[config.mk]
export PLATFORM = sky130hd
export DESIGN_NAME = ksa_shuffle
export DESIGN_NICKNAME = d
export VERILOG_FILES = /design/src/rtl/rc4_pkg.sv /design/src/rtl/ksa_shuffle.sv
export SDC_FILE = /design/constraint.sdc
export NUM_CORES = 1
export LEC_CHECK = 0
export BUFFER_PORTS_ARGS = -buffer_cell sky130_fd_sc_hd__buf_2
export CAP_MARGIN = 20
export CORE_ASPECT_RATIO = 1.75
export CORE_MARGIN = 10
export CORE_UTILIZATION = 56
export CTS_BUF_LIST = sky130_fd_sc_hd__clkbuf_8 sky130_fd_sc_hd__clkbuf_16
export CTS_CLUSTER_SIZE = 16
export DETAILED_ROUTE_END_ITERATION = 10
export PLACE_DENSITY_LB_ADDON = 0.2
export SLEW_MARGIN = 30
export SYNTH_ARGS = -nofsm -noshare
export SYNTH_HDL_FRONTEND = slang
export SYNTH_SLANG_ARGS = --single-unit
[constraint.sdc]
create_clock -name clk -period 3.74 [get_ports clk]
set_clock_uncertainty 0.1 [all_clocks]
set_input_delay 0.561 -clock clk [delete_from_list [all_inputs] [get_ports clk]]
set_output_delay 0.561 -clock clk [all_outputs]
set_load 0.005 [all_outputs]
[src/rtl/rc4_pkg.sv]
// -----------------------------------------------------------------------------
// rc4_pkg
// Shared definitions for the RC4 decryptor stages (S-memory init, KSA shuffle,
// PRGA/decrypt).
//   ksa_state_t       : state encoding of the key-scheduling swap stage
//   MEM_DEPTH         : number of S-memory entries
//   KEY_BYTES_DEFAULT : default secret-key length in bytes
//   KEY_W_MAX         : widest supported key (8 bytes)
//   keybyte()         : extracts key byte idx from a left-aligned key
// -----------------------------------------------------------------------------
package rc4_pkg;

   localparam int MEM_DEPTH         = 256;
   localparam int KEY_BYTES_DEFAULT = 3;
   localparam int KEY_W_MAX         = 64;

   typedef enum logic [2:0] {
      IDLE,
      RD_I,
      LD_I,
      RD_J,
      LD_J,
      WR_I,
      WR_J,
      DONE
   } ksa_state_t;

   // The key is passed left-aligned in a 64-bit word so byte 0 (the
   // most-significant key byte) always sits at bits 63:56, whatever the
   // actual key length is.
   function automatic logic [7:0] keybyte(input logic [KEY_W_MAX-1:0] key,
                                          input logic [2:0]           idx);
      logic [KEY_W_MAX-1:0] shifted;
      shifted = key << {idx, 3'b000};
      return shifted[KEY_W_MAX-1 -: 8];
   endfunction

endpackage

[src/rtl/ksa_shuffle.sv]
// -----------------------------------------------------------------------------
// ksa_shuffle
// RC4 key-scheduling swap stage. Assumes the S-memory already holds s[i]=i.
// For i = 0..2**ADDR_W-1: j = j + s[i] + key[i mod KEY_BYTES]; swap s[i], s[j].
// Each iteration takes six cycles: read s[i], load it, read s[j], load it,
// write s[i], write s[j]. The memory has a one-cycle read latency.
//
// Ports
//   clk                  : system clock, rising edge
//   rst                  : asynchronous active-high reset, aborts a run
//   start_shuffle        : run request, sampled only in IDLE
//   secret_key           : key, byte 0 is the most-significant byte
//   mem_q                : S-memory read data (one cycle after address)
//   address_shuffle      : S-memory address
//   write_data_shuffle   : S-memory write data
//   write_enable_shuffle : S-memory write strobe (only in WR_I / WR_J)
//   finish_shuffle       : one-cycle done pulse
//   busy                 : high from start acceptance until finish
// -----------------------------------------------------------------------------
module ksa_shuffle
   import rc4_pkg::*;
#(
   parameter int KEY_BYTES = KEY_BYTES_DEFAULT,
   parameter int DATA_W    = 8,
   parameter int ADDR_W    = 8
) (
   input  logic                   clk,
   input  logic                   rst,
   input  logic                   start_shuffle,
   input  logic [8*KEY_BYTES-1:0] secret_key,
   input  logic [DATA_W-1:0]      mem_q,
   output logic [ADDR_W-1:0]      address_shuffle,
   output logic [DATA_W-1:0]      write_data_shuffle,
   output logic                   write_enable_shuffle,
   output logic                   finish_shuffle,
   output logic                   busy
);

   ksa_state_t             state;
   ksa_state_t             state_next;
   logic [ADDR_W-1:0]      i;
   logic [DATA_W-1:0]      j;
   logic [2:0]             kidx;
   logic [DATA_W-1:0]      si;
   logic [DATA_W-1:0]      sj;
   logic [8*KEY_BYTES-1:0] key_reg;

   logic [KEY_W_MAX-1:0]   key_left;
   logic [DATA_W-1:0]      key_byte;
   logic                   last_i;
   logic                   kidx_last;

   assign key_left  = KEY_W_MAX'(key_reg) << (KEY_W_MAX - 8*KEY_BYTES);
   assign key_byte  = DATA_W'(keybyte(key_left, kidx));
   assign last_i    = (i == {ADDR_W{1'b1}});
   // kidx is an explicit wrap counter so non-power-of-2 key lengths work.
   assign kidx_last = (kidx == 3'(KEY_BYTES - 1));

   // ---------------------------------------------------------------- state
   // NOTE: sequential state uses non-blocking assignments so every register
   // samples the pre-edge value of its inputs, independent of block order.
   always_ff @(posedge clk or posedge rst) begin
      if (rst) state <= IDLE;
      else     state <= state_next;
   end

   // ----------------------------------------------------------- next state
   // NOTE: every combinational output gets a default first; a path that left
   // a variable unassigned would infer a latch.
   always_comb begin
      state_next = state;
      unique case (state)
         IDLE:    if (start_shuffle) state_next = RD_I;
         RD_I:    state_next = LD_I;
         LD_I:    state_next = RD_J;
         RD_J:    state_next = LD_J;
         LD_J:    state_next = WR_I;
         WR_I:    state_next = WR_J;
         WR_J:    state_next = last_i ? DONE : RD_I;
         DONE:    state_next = IDLE;
         default: state_next = IDLE;
      endcase
   end

   // ------------------------------------------------------------- datapath
   // NOTE: datapath registers are small and all get a defined reset value, so
   // an aborted run cannot leak a stale j or key into the next one.
   always_ff @(posedge clk or posedge rst) begin
      if (rst) begin
         i       <= '0;
         j       <= '0;
         kidx    <= '0;
         si      <= '0;
         sj      <= '0;
         key_reg <= '0;
      end else begin
         unique case (state)
            IDLE: begin
               if (start_shuffle) begin
                  key_reg <= secret_key;
                  i       <= '0;
                  j       <= '0;
                  kidx    <= '0;
               end
            end
            LD_I: begin
               si <= mem_q;
               j  <= j + mem_q + key_byte;   // wraps mod 2**DATA_W
            end
            LD_J: sj <= mem_q;
            WR_J: begin
               if (!last_i) begin
                  i    <= i + ADDR_W'(1);
                  kidx <= kidx_last ? 3'd0 : kidx + 3'd1;
               end
            end
            default: ;
         endcase
      end
   end

   // -------------------------------------------------------------- outputs
   always_comb begin
      address_shuffle      = '0;
      write_data_shuffle   = '0;
      write_enable_shuffle = 1'b0;
      finish_shuffle       = 1'b0;
      busy                 = 1'b0;
      unique case (state)
         IDLE: ;
         RD_I, LD_I: begin
            address_shuffle = i;
            busy            = 1'b1;
         end
         RD_J, LD_J: begin
            address_shuffle = ADDR_W'(j);
            busy            = 1'b1;
         end
         WR_I: begin
            address_shuffle      = i;
            write_data_shuffle   = sj;
            write_enable_shuffle = 1'b1;
            busy                 = 1'b1;
         end
         WR_J: begin
            address_shuffle      = ADDR_W'(j);
            write_data_shuffle   = si;
            write_enable_shuffle = 1'b1;
            busy                 = 1'b1;
         end
         DONE:    finish_shuffle = 1'b1;
         default: ;
      endcase
   end

endmodule

==> run_results.csv <==
group,metric,value,unit
status,status,"completed",
synth,synth.cell_area,3330,sq um
layout,fillers,523,
layout,drive_gt1_frac,0.242,
floorplan,num_io_pins,54,
worst_setup_path,critPathCaptureType,"flip-flop",
grt,track_usage,0.163,
synth,synth_xor_area_frac,0.0304,
clocking,ctsResizeCount,0,
synth,synth_adder_area_share,0.0744,
clocking,cts_tree,"yes",
sta,worst_slew_pin_slew,0.710,ns
sta,hold_viol,0,
synth,ys_top_cells_by_area,"dfrtp_1 (47%), nand2_1 (9.6%), mux2_2 (5.1%)",
routing,wl,7200,um
floorplan,num_rows,37,
clocking,cts.sinks,62,
sta,period_needed,3.30,ns
synth,async_reset_ff_frac,1.00,
synth,synth_top_area_frac,0.466,
worst_setup_path,crit_fanout,8,
layout,final_cells,479,
grt,grt_overflow,0,
sta,finalSetupViolations,0,
grt,grt_max_degree,37,
clocking,cts_setup_buffers,0,
synth,synth_flop_cell,"dfrtp_1",
synth,yosysSeqAreaShare,0.466,
power,power.leakage,1.93,nW
placement,portBuffers,53,
synth,synth_seq_cells,62,
worst_setup_path,cp.arrival,3.41,ns
synth,synthSimpleGateAreaFrac,0.210,
synth,syn-num-nets,394,
floorplan,core,5830,sq um
sta,rsz0062_at_grt,"false",
worst_hold_path,holdCritPathClass,"in -> async",
layout,nets,448,
worst_setup_path,worstReg2RegStart,"kidx[1]",
grt,antenna_found_initial,0,
worst_setup_path,r2r_end,"j[7]",
sta,finalCritPeriodShare,0.881,
routing,via_per_inst,5.38,
sta,drv_slew,0,
synth,synthMuxAreaShare,0.0826,
sta,setup_tns,0,ns
power,peakVddDrop,0.444,mV
routing,vias,2579,
routing,dr.pass1.iters,4,
placement,hpwl,5610,um
synth,yosysTopAreaCell,"dfrtp_1",
clocking,path_clk_slew,0.06,ns
routing,post_drt_wl_per_cell,15.0,um
clocking,clock_latency,0.33,ns
synth,synth_top_family_by_area,"simple AND/OR/NAND/NOR gates",
synth,synth_cell_types,41,
power,power_density,840,nW/um^2
synth,synth.most_common_cell,"nand2_1",
synth,yosysWarnings,0,
clocking,postCtsHoldBufs,0,
synth,synth_compound_area_frac,0.101,
worst_setup_path,critPathLaunchType,"flip-flop",
layout,syn_to_final_growth,15.2,%
clocking,htreeDepth,3,
placement,gp_congestion,0.915,
routing,ant_nets,0,
clocking,cts_buffers,9,
sta,slew_headroom,0.526,
floorplan,die_area,9550,sq um
sta,fmax,0.303,GHz
grt,grt_first_pass_wirelength,12700,um
worst_setup_path,r2r_cells,14,
run,timing.max_cap.violations,0,
floorplan,die_h,122,um
synth,syn_avg_cell_area,9.68,sq um
floorplan,die_w,78.3,um
placement,placedCellCount,464,
clocking,root_buffer,"clkbuf_8",
routing,route.detailed.drc,0,
worst_setup_path,critPathKind,"reg -> reg",
synth,postSynthCellCount,344,
synth,synthTopCellsByCount,"nand2_1 (85), dfrtp_1 (62), nor2_1 (27)",
routing,drt_first_iter_violations,145,
layout,largest_reg_flops,24,
layout,fin_util,0.658,
worst_setup_path,required,3.86,ns
floorplan,start_util,0.571,
worst_setup_path,r2r_slack,0.44,ns
clocking,clockBufferDepth,2,
grt,grt_pass1_vias,2754,
synth,synth_edf_count,0,
layout,insertedDiodeCount,0,
[placed cells by master, fill, tap and decap left out, drive strengths merged]
cell,instances
a21o,2
a21oi,15
a22o,11
a22oi,8
a32o,1
and3,3
buf,62
clkbuf,10
clkinv,2
dfrtp,62
fa,8
ha,7
inv,9
mux2,17
mux2i,8
nand2,85
nand2b,6
nand3,6
nand4,4
nor2,28
nor2b,12
nor3,5
nor4b,1
o21a,1
o21ai,11
o21bai,1
o22ai,1
or2,3
or3,1
or4b,1
xnor2,3
xnor3,1
xor2,6
[stage by stage]
stage / total power, mW / hold slack [ns] / worst slack, ns / area, sq um
floorplan: 2.34 / 0.345 / 0.601 / 3330
global placement: 2.71 / 0.357 / 0.553 / 3670
detailed placement: 2.76 / 0.363 / 0.444 / 3670
CTS: 3.24 / 0.263 / 0.437 / 3830
global route: 3.55 / 0.304 / 0.192 / 3840
finish: 3.22 / 0.236 / 0.443 / 3840
[worst max-delay path, cell delays in order, from the launching register on]
cell	delay [ns]
dfrtp_1	0.55
mux2i_1	0.23
nor2_1	0.05
a21oi_1	0.11
nor2_1	0.06
fa_1	0.50
ha_1	0.18
inv_1	0.06
fa_1	0.38
nand2b_1	0.20
a21oi_1	0.18
o22ai_1	0.11
xnor3_1	0.17
nand2b_1	0.16
mux2i_1	0.13
[worst max path at each step]
stage | depth (start not counted) | end | slack (ns) | start
after global placement | 14 | j[7] | 0.55 | kidx[1]
after global routing | 14 | j[7] | 0.19 | kidx[1]
after detailed placement | 14 | j[7] | 0.44 | kidx[1]
final | 14 | j[7] | 0.44 | kidx[1]
after CTS | 13 | j[7] | 0.44 | kidx[1]
after floorplan | 15 | j[7] | 0.60 | kidx[1]
[power breakdown]
part	leakage, nW	internal [mW]	switching (mW)
clock	0.0904	0.243	0.229
combinational	1.06	0.762	0.816
sequential	0.780	0.951	0.221
total	1.93	1.96	1.27
[cell type report]
cell class / count / area, sq um / share of cell area
Tap cell: 78 / 97.6 / 0.0254
Clock inverter: 4 / 17.5 / 0.00456
Timing Repair Buffer: 62 / 337 / 0.0877
Inverter: 7 / 26.3 / 0.00685
Sequential cell: 62 / 1550 / 0.404
Multi-Input combinational cell: 256 / 1670 / 0.435
Clock buffer: 10 / 138 / 0.0359
[routing by layer]
layer | track usage | up-vias | routed length, um
met1 | 0.186 | 1225 | 2870
met3 | 0.0494 | 16 | 485
met2 | 0.271 | 77 | 3660
met4 | 0.0811 | 0 | 193
li1 | - | 1261 | -
met5 | 0 | - | 0
[cell families after synthesis]
kind of cell	Yosys count
fa+ha+maj	15
xor+xnor	10
mux	25
simple gates	155
flops	62
buf+inv	26
compound gates	51
(Power assumes the default switching activity.)
